--- src/rtl/fb_pkg.sv ---
// Framebuffer port constants and the scanout datapath types shared by the scanout block.
package fb_pkg;

    localparam int unsigned FB_ADDR_W = 17;
    localparam int unsigned FB_DATA_W = 16;
    localparam int unsigned FB_WORDS  = 98304;

    typedef enum logic [1:0] {
        IDLE,
        SCAN,
        DRAIN
    } scanState_t;

    // One buffered pixel: the word read from the framebuffer plus its raster tags.
    typedef struct packed {
        logic [FB_DATA_W-1:0] data;
        logic                 sof;
        logic                 eol;
    } pixelEntry_t;

    localparam int unsigned PIXEL_ENTRY_W = $bits(pixelEntry_t);

    // Counter width that stays at least one bit wide for degenerate sizes.
    function automatic int unsigned ctrWidth(input int unsigned n);
        return (n > 1) ? $clog2(n) : 1;
    endfunction

endpackage

--- src/rtl/scanout_fifo.sv ---
// Small synchronous FIFO holding pixels between the framebuffer read and the consumer.
module scanout_fifo
    import fb_pkg::*;
#(
    parameter int unsigned DEPTH  = 4,
    parameter int unsigned DATA_W = PIXEL_ENTRY_W
) (
    input  logic                   clk,
    input  logic                   reset,
    input  logic                   push,
    input  logic [DATA_W-1:0]      pushData,
    input  logic                   pop,
    output logic [DATA_W-1:0]      popData,
    output logic [$clog2(DEPTH):0] count,
    output logic                   empty
);

    localparam int unsigned PTR_W = $clog2(DEPTH);
    localparam logic [PTR_W:0] FULL_COUNT = (PTR_W + 1)'(DEPTH);

    logic [DATA_W-1:0] mem [DEPTH];
    logic [PTR_W-1:0]  wrPtrQ;
    logic [PTR_W-1:0]  rdPtrQ;
    logic [PTR_W:0]    countQ;
    logic              doPush;
    logic              doPop;

    assign doPop  = pop && (countQ != '0);
    // A push into a full FIFO is only accepted when a pop frees the slot in the same cycle.
    assign doPush = push && ((countQ != FULL_COUNT) || doPop);

    always_ff @(posedge clk) begin
        if (doPush) begin
            mem[wrPtrQ] <= pushData;
        end
    end

    always_ff @(posedge clk) begin
        if (reset) begin
            wrPtrQ <= '0;
            rdPtrQ <= '0;
            countQ <= '0;
        end else begin
            if (doPush) begin
                wrPtrQ <= wrPtrQ + 1'b1;
            end
            if (doPop) begin
                rdPtrQ <= rdPtrQ + 1'b1;
            end
            case ({doPush, doPop})
                2'b10:   countQ <= countQ + 1'b1;
                2'b01:   countQ <= countQ - 1'b1;
                default: countQ <= countQ;
            endcase
        end
    end

    assign popData = mem[rdPtrQ];
    assign count   = countQ;
    assign empty   = (countQ == '0);

endmodule

--- src/rtl/framebuffer_scanout.sv ---
// Raster-order read master for the framebuffer port: issues one read per pixel under a
// FIFO credit limit and streams the returned words out with start-of-frame/end-of-line tags.
module framebuffer_scanout
    import fb_pkg::*;
#(
    parameter int unsigned WIDTH      = 320,
    parameter int unsigned HEIGHT     = 240,
    parameter int unsigned BASE_ADDR  = 0,
    parameter int unsigned FIFO_DEPTH = 4
) (
    input  logic                 clk,
    input  logic                 reset,
    input  logic                 frameStart,
    output logic                 busy,
    output logic                 frameDone,
    output logic [FB_ADDR_W-1:0] fbAddress,
    output logic                 fbReadEnable,
    input  logic [FB_DATA_W-1:0] fbDataOut,
    output logic [FB_DATA_W-1:0] pixelData,
    output logic                 pixelValid,
    input  logic                 pixelReady,
    output logic                 pixelStartOfFrame,
    output logic                 pixelEndOfLine
);

    localparam int unsigned X_W   = ctrWidth(WIDTH);
    localparam int unsigned Y_W   = ctrWidth(HEIGHT);
    localparam int unsigned CNT_W = $clog2(FIFO_DEPTH) + 1;

    localparam logic [X_W-1:0]       X_LAST     = X_W'(WIDTH - 1);
    localparam logic [Y_W-1:0]       Y_LAST     = Y_W'(HEIGHT - 1);
    localparam logic [FB_ADDR_W-1:0] BASE       = FB_ADDR_W'(BASE_ADDR);
    localparam logic [CNT_W:0]       CREDIT_MAX = (CNT_W + 1)'(FIFO_DEPTH);

    scanState_t           stateQ;
    logic [FB_ADDR_W-1:0] indexQ;
    logic [X_W-1:0]       xQ;
    logic [Y_W-1:0]       yQ;
    logic                 inFlightQ;
    logic                 sofQ;
    logic                 eolQ;
    logic                 busyQ;
    logic                 frameDoneQ;

    logic [CNT_W-1:0]     fifoCount;
    logic [CNT_W-1:0]     countNext;
    logic [CNT_W:0]       credit;
    logic                 fifoEmpty;
    logic                 issue;
    logic                 lastPixel;
    logic                 popFire;
    pixelEntry_t          pushEntry;
    pixelEntry_t          headEntry;

    // Occupied plus reserved slots; a read is only issued if its data is guaranteed a slot.
    assign credit    = {1'b0, fifoCount} + {{CNT_W{1'b0}}, inFlightQ};
    assign issue     = (stateQ == SCAN) && (credit < CREDIT_MAX);
    assign lastPixel = (xQ == X_LAST) && (yQ == Y_LAST);
    assign popFire   = pixelValid && pixelReady;
    assign countNext = fifoCount + CNT_W'(inFlightQ) - CNT_W'(popFire);

    assign pushEntry = '{data: fbDataOut, sof: sofQ, eol: eolQ};

    scanout_fifo #(
        .DEPTH  (FIFO_DEPTH),
        .DATA_W (PIXEL_ENTRY_W)
    ) u_fifo (
        .clk      (clk),
        .reset    (reset),
        .push     (inFlightQ),
        .pushData (pushEntry),
        .pop      (popFire),
        .popData  (headEntry),
        .count    (fifoCount),
        .empty    (fifoEmpty)
    );

    always_ff @(posedge clk) begin
        if (reset) begin
            stateQ     <= IDLE;
            indexQ     <= '0;
            xQ         <= '0;
            yQ         <= '0;
            inFlightQ  <= 1'b0;
            sofQ       <= 1'b0;
            eolQ       <= 1'b0;
            busyQ      <= 1'b0;
            frameDoneQ <= 1'b0;
        end else begin
            inFlightQ  <= issue;
            frameDoneQ <= 1'b0;
            if (issue) begin
                sofQ <= (xQ == '0) && (yQ == '0);
                eolQ <= (xQ == X_LAST);
            end

            case (stateQ)
                IDLE: begin
                    if (frameStart) begin
                        stateQ <= SCAN;
                        busyQ  <= 1'b1;
                        indexQ <= '0;
                        xQ     <= '0;
                        yQ     <= '0;
                    end
                end
                SCAN: begin
                    if (issue) begin
                        if (lastPixel) begin
                            // Park the address at the frame base once the last read is out.
                            stateQ <= DRAIN;
                            indexQ <= '0;
                            xQ     <= '0;
                            yQ     <= '0;
                        end else begin
                            indexQ <= indexQ + 1'b1;
                            if (xQ == X_LAST) begin
                                xQ <= '0;
                                yQ <= yQ + 1'b1;
                            end else begin
                                xQ <= xQ + 1'b1;
                            end
                        end
                    end
                end
                DRAIN: begin
                    // Raise frameDone for the cycle in which the FIFO is already empty and
                    // nothing is in flight; the state leaves DRAIN at the end of that cycle.
                    if (frameDoneQ) begin
                        stateQ <= IDLE;
                    end else if (countNext == '0) begin
                        frameDoneQ <= 1'b1;
                        busyQ      <= 1'b0;
                    end
                end
                default: begin
                    stateQ <= IDLE;
                end
            endcase
        end
    end

    assign busy         = busyQ;
    assign frameDone    = frameDoneQ;
    assign fbAddress    = BASE + indexQ;
    assign fbReadEnable = issue;

    assign pixelValid        = !fifoEmpty;
    assign pixelData         = pixelValid ? headEntry.data : '0;
    assign pixelStartOfFrame = pixelValid && headEntry.sof;
    assign pixelEndOfLine    = pixelValid && headEntry.eol;

endmodule

--- config.mk ---
export PLATFORM = sky130hd
export DESIGN_NAME = framebuffer_scanout
export DESIGN_NICKNAME = d
export VERILOG_FILES = /design/src/rtl/fb_pkg.sv /design/src/rtl/scanout_fifo.sv /design/src/rtl/framebuffer_scanout.sv
export SDC_FILE = /design/constraint.sdc
export NUM_CORES = 1
export LEC_CHECK = 0
export ABC_AREA = 1
export CAP_MARGIN = 20
export CELL_PAD_IN_SITES_DETAIL_PLACEMENT = 0
export CELL_PAD_IN_SITES_GLOBAL_PLACEMENT = 1
export CORE_MARGIN = 3
export CORE_UTILIZATION = 43
export CTS_BUF_LIST = sky130_fd_sc_hd__clkbuf_16
export DETAILED_ROUTE_END_ITERATION = 6
export PLACE_DENSITY = 0.76
export SYNTH_ARGS = -nofsm -noshare
export SYNTH_HDL_FRONTEND = slang
export SYNTH_SLANG_ARGS = --single-unit
--- constraint.sdc ---
create_clock -name clk -period 2.4 [get_ports clk]
set_input_delay 0.48 -clock clk [delete_from_list [all_inputs] [get_ports clk]]
set_output_delay 0.48 -clock clk [all_outputs]
set_load 0.1 [all_outputs]
Word-level counts from Yosys, hierarchy flattened
Memory sizes are Yosys's and may differ from the RTL's. A register that Yosys moved wholly into a read port is not among the register bits.
Index checks and enable logic that the tools add are counted.
{ "classes": {"eq_ne": 14, "shifts": 0, "n_reduce_logical": 24, "mux": 30, "div_mod_pow": 0, "bitwise_logic": 1, "addsub": 10, "n_mul": 0, "n_lt_le_gt_ge": 1} }
{ "op_table": {"columns": ["cell", "n"], "rows": [
  ["17-bit 2-to-1 mux", 3],
  ["9-bit 2-to-1 mux", 4],
  ["17-bit one-hot mux with 2 select lines", 1],
  ["8-bit 2-to-1 mux", 4],
  ["9-bit one-hot mux with 2 select lines", 1],
  ["17-bit by 1-bit adder with 17-bit output, second input constant", 1],
  ["16-bit 2-to-1 mux", 1],
  ["8-bit one-hot mux with 2 select lines", 1],
  ["2-bit 2-to-1 mux", 6],
  ["2-bit inequality test, second input constant", 6],
  ["4-bit AND reduction", 3],
  ["9-bit by 1-bit adder with 9-bit output, second input constant", 1],
  ["9-bit == test, second input constant", 1],
  ["9-bit zero test", 1],
  ["8-bit by 1-bit adder with 8-bit output, second input constant", 1],
  ["8-bit == test, second input constant", 1],
  ["1-bit logical AND", 8],
  ["8-bit zero test", 1],
  ["3-bit zero test", 2],
  ["1-bit 2-to-1 mux", 6],
  ["2-bit one-hot mux with 3 select lines", 1],
  ["3-bit one-hot mux with 2 select lines", 1],
  ["2-bit nonzero test", 3],
  ["2-bit by 1-bit adder with 2-bit output, second input constant", 2],
  ["18 further kinds", 20]
]} }
{ "totals": {"register_bits": 48, "mem_bits_rw": 72, "in_bits": 20, "latch_bits": 0, "rom_bits": 0, "elab_cells": 93, "mem_count": 1, "output_inout_bits": 39} }
{ "memory_table": {"columns": ["name", "words", "width", "read_ports", "rd_ports_with_merged_regs", "wr", "line_no", "rtl"], "rows": [
  ["u_fifo.mem", 4, 18, 1, 1, 1, "scanout_fifo.sv:21", "logic [DATA_W-1:0] mem [DEPTH];"]
]} }

Logic depth before layout (Yosys ltp)
{ "logic_depth": {"ltp_word": 8, "mapped_depth": 14, "depth_no_buf": 14} }

By module
Synthesis repeated with hierarchy kept, for this count alone.
{ "hier_totals": {"hier_cells": 656, "area_unflattened_um2": 5838.1} }
{ "modules_own_cells": {"columns": ["mod", "seq_area_each_um2", "area_each_um2", "instances", "cells_per_inst"], "rows": [
  ["scanout_fifo", 2342.2, 3153.0, 1, 240],
  ["framebuffer_scanout", 820.8, 2685.1, 1, 416]
]} }

Least setup slack after synthesis
Ideal clock, no wire load.
{ "synth_timing": {"path_kind": "register to output", "startpoint": "register u_fifo.countQ[0], in the netlist u_fifo.count[0]", "endpoint": "output pixelData[10]", "required_ps": 1920, "slack_ps": -1377, "arrival_ps": 3297, "path_stages_with_launch": 6, "path_buffers": 1, "path_cell_list": "dfxtp_1 > nor2_1 > nand2_1 > clkinv_1 > buf_1 > a21oi_1"} }
{ "synth_between": {"elab_chain_len": 2} }
{ "synth_rtl": {"columns": ["element", "line_no", "rtl"], "rows": [
  ["from (decl)", "scanout_fifo.sv:24", "logic [PTR_W:0] countQ;"],
  ["from (signal assigned)", "scanout_fifo.sv:51", "2'b10: countQ <= countQ + 1'b1;"],
  ["from (signal assigned)", "scanout_fifo.sv:52", "2'b01: countQ <= countQ - 1'b1;"],
  ["from (signal assigned)", "scanout_fifo.sv:53", "default: countQ <= countQ;"],
  ["3-bit zero test", "scanout_fifo.sv:60", "assign empty = (countQ == '0);"],
  ["16-bit 2-to-1 mux", "framebuffer_scanout.sv:149", "assign pixelData = pixelValid ? headEntry.data : '0;"],
  ["to (decl)", "framebuffer_scanout.sv:19", "output logic [FB_DATA_W-1:0] pixelData,"]
]} }
No other way between the ends.

Worst setup path in the final report
{ "layout_timing": {"startpoint": "register u_fifo.countQ[1], in the netlist u_fifo.count[1]", "endpoint": "register frameDoneQ, in the netlist frameDone"} }
{ "layout_between": {"elab_chain_len": 6, "elab_cells_between_ends": 7, "classes_between": "2 x add/sub; 1 x mux; 4 x reduce/logical"} }
{ "layout_rtl": {"columns": ["element", "line_no", "rtl"], "rows": [
  ["parallel branches: the longest is 3 deep, another holds 3-bit by 1-bit adder with 3-bit output", null, null],
  ["3-bit by 1-bit subtractor with 3-bit output *", "framebuffer_scanout.sv:60", "assign countNext = fifoCount + CNT_W'(inFlightQ) - CNT_W'(popFire);"],
  ["3-bit zero test *", "framebuffer_scanout.sv:131", "end else if (countNext == '0) begin"],
  ["1-bit 2-to-1 mux *", "framebuffer_scanout.sv:131", null],
  ["to (signal assigned)", "framebuffer_scanout.sv:88", "frameDoneQ <= 1'b0;"],
  ["to (signal assigned)", "framebuffer_scanout.sv:91", "frameDoneQ <= 1'b0;"],
  ["to (signal assigned)", "framebuffer_scanout.sv:132", "frameDoneQ <= 1'b1;"],
  ["to (decl)", "framebuffer_scanout.sv:43", "logic frameDoneQ;"]
]} }
Mark *: on every way between the ends.
A chain may end at the register's enable or synchronous reset.

==> metrics.yaml <==
cts-root-buf: "clkbuf_16"
fp.dieW_um: 122
criticalPathCategory: "flip-flop to flip-flop"
comb_power_share: 0.482
powerDensity_mw_per_mm2: 1280
cpMostUsedCell: "ha_1"
antenna_found_initial: 0
die_area_mm2: 0.0148
critical_path_arrival_ps: 2550
p_seq_frac: 0.259
fillCellCount: 1113
netlist_area_mm2: 0.00574
switching_share: 0.433
clkSinkCount: 122
drcViolationCount: 0
wl_per_cell_um: 13.8
clkTransAtPathRegs_ps: 50
post-route-period-util: 0.935
rows: 41
final_util: 0.585
rsz0062_at_grt: "yes"
drv_slew: 0
fmax_mhz: 446
max_slew.worst_pin.slew_ps: 534
viasPerCell: 4.96
drive_above_1_share: 0.179
syn_inst: 665
synth_seq_cells: 122
yosysWarnings: 0
drt_iter0_drc: 229
critPathCaptureType: "flip-flop"
hold_viol_final: 0
cts-buffers-inserted: 17
grt_usage: 0.184
core_mm2: 0.0128
antennaDiodeCount: 0
routed_wl_um: 12800
grt_max_degree: 37
clk_latency_ps: 400
period_minus_slack_ps: 2240
ys_seq_area_frac: 0.551
ys_types: 33
hold_class: "flip-flop to flip-flop"
clockBufferDepth: 2
drt_first_pass_iters: 4
p_sw_w: 0.00415
setup_viol: 0
initial_utilization: 0.448
power.total_w: 0.00959
critical-path-slowest-cell: "fa_1"
crit_path_start_kind: "flip-flop"
nNetsFinal: 774
dp_hpwl_um: 8680
syn2layout_area_growth_pct: 30.7
cap_violations: 0
max_slew_margin: 0.643
synth_fp_nets: 699
whs_ps: 472
grt_pass1_wl_um: 21400
die_y_um: 122
htreeDepth: 4
cp.required_ps: 2700
cp_cell_sequence: "nor2_4, nand2_4, nand2_2, inv_2, ha_1, inv_1, ha_1, fa_1, nor2_1, o21ai_0, a21oi_1, o21ai_1, nor4_1"
intPower_w: 0.00544
io_buffer_count: 58
cts_tree: "done"
avgSynthCellArea_um2: 8.63
tns_ps: 0
status: "finished, final reports clean"
ios: 59
ir_worst_vdd_v: 0.000531
power_frac_clock: 0.259
cp_max_fo: 5
max_stage_delay_ps: 440
place_congestion: 0.792
overflow: 0
via_count: 4584
ant_nets: 0
power_leakage_nw: 2.85
grt_pass1_vias: 4477
finalClockSkew_ps: 5.44
[layer usage]
layer  track usage  part of all wire  vias to the layer above
met5             0                 0                        -
met4        0.0651             0.013                        0
met3        0.0399             0.028                       13
met2         0.328              0.51                       75
met1         0.219              0.45                     2137
li1              -                 -                     2359
[state kept, by name, indices dropped and copies added (netlist names), named ones only]
signal,count
busy,1
eolQ,1
frameDone,1
inFlightQ,1
indexQ,17
sofQ,1
stateQ,2
u_fifo.count,3
u_fifo.mem,72
u_fifo.rdPtrQ,2
u_fifo.wrPtrQ,2
xQ,9
yQ,8
[cells by family after synthesis]
logic type      synth area share
simple gates               0.251
flops                      0.551
compound gates            0.0944
buf+inv                   0.0643
fa+ha+maj                 0.0331
xor+xnor                 0.00610
[worst paths after layout]
kind                          endpoint  slack, ps                          from  depth (start not counted)
setup reg to reg  frameDone$_SDFF_PP0_        160  u_fifo.count[1]$_SDFFE_PP0P_                         13
setup / recovery  frameDone$_SDFF_PP0_        160  u_fifo.count[1]$_SDFFE_PP0P_                         13
hold reg to reg      busy$_SDFFE_PP0P_        470             busy$_SDFFE_PP0P_                          2
hold / removal       busy$_SDFFE_PP0P_        470             busy$_SDFFE_PP0P_                          2
[cell type report]
| cell class | count | area [um2] | area share |
|---|---|---|---|
| Timing Repair Buffer | 77 | 908 | 0.121 |
| Clock buffer | 17 | 425 | 0.0567 |
| Sequential cell | 122 | 3170 | 0.422 |
| Multi-Input combinational cell | 456 | 2370 | 0.316 |
| Inverter | 66 | 260 | 0.0347 |
| Tap cell | 172 | 215 | 0.0287 |
| Clock inverter | 15 | 160 | 0.0213 |
[through the flow]
step | instance area, um2 | worst slack [ps] | std cells
after floorplan | 5900 | 8.39 | 665
after global placement | 6880 | -177 | 890
after detailed placement | 6880 | -214 | 890
after CTS | 7470 | 27.9 | 922
after global routing | 7500 | -5.07 | 925
final | 7500 | 156 | 925
[critical path: cells and delay by family (launching register included)]
family | cells | cell delay, ps
AO/OA/AOI/OAI | 3 | 310
buffers and inverters | 2 | 80
adder cells (fa/ha/maj) | 3 | 880
flip-flops | 1 | 350
AND/OR/NAND/NOR | 5 | 540
[synth_stat cells]
cell type | number | area (um2)
o21ai_1 | 1 | 5.00
clkbuf_1 | 9 | 33.8
o31ai_1 | 1 | 7.51
buf_2 | 6 | 30.0
buf_6 | 1 | 11.3
nor3b_1 | 2 | 15.0
nand3_1 | 43 | 215
inv_2 | 2 | 7.51
dfxtp_1 | 50 | 1000
edfxtp_1 | 72 | 2160
buf_8 | 2 | 30.0
fa_1 | 2 | 40.0
ha_1 | 12 | 150
nand2_1 | 117 | 439
clkinv_1 | 2 | 7.51
a21oi_1 | 50 | 250
nand3_2 | 2 | 20.0
nand2_2 | 3 | 18.8
o21bai_1 | 1 | 7.51
clkinv_4 | 1 | 8.76
nand4_1 | 8 | 50.1
nor4_1 | 2 | 12.5
nor2_2 | 5 | 31.3
nor2_1 | 136 | 510
nand3b_2 | 3 | 33.8
xor2_1 | 4 | 35.0
nand2_4 | 3 | 33.8
buf_1 | 3 | 11.3
a21oi_2 | 3 | 26.3
inv_1 | 61 | 229
nand4_4 | 1 | 21.3
nor3_1 | 8 | 40.0
o21ai_0 | 49 | 245
[power by group through the flow]
stage / clock [W] / sequential, W / combinational [W]
5_1_grt: 0.00264 / 0.00251 / 0.00488
3_5_place_dp: 0 / 0.00252 / 0.00462
6_report: 0.00248 / 0.00249 / 0.00462
2_1_floorplan: 0 / 0.00259 / 0.00307
4_1_cts: 0.00252 / 0.00248 / 0.00463
3_3_place_gp: 0 / 0.00252 / 0.00457
[repair_timing]
action,in CTS,in global routing
resized for setup,0,22
buffers inserted,0,3
setup endpoints to repair,0,18
hold endpoints to repair,0,0
hold buffers,0,0
[cells in the final DEF (no fill, tap or decap), types with 3 or more instances in the layout]
cell type and n:
nor2_1 135, nand2_1 115, edfxtp_1 72, inv_1 61, dfxtp_1 48, nand3_1 43, buf_4 34, o21ai_0 33
a21oi_1 32, buf_12 22, clkdlybuf4s50_1 19, o21ai_1 17, clkbuf_16 17, ha_1 12, a21oi_2 11, a21oi_4 10
nand4_1 8, nor3_1 8, nor2_2 5, nand2_4 4, clkinv_4 4, nand2_2 4, xor2_1 4, inv_2 3
clkinvlp_4 3, clkinv_2 3, nand3b_2 3, bufinv_16 3, clkinv_1 3
(Power assumes the default switching activity.)
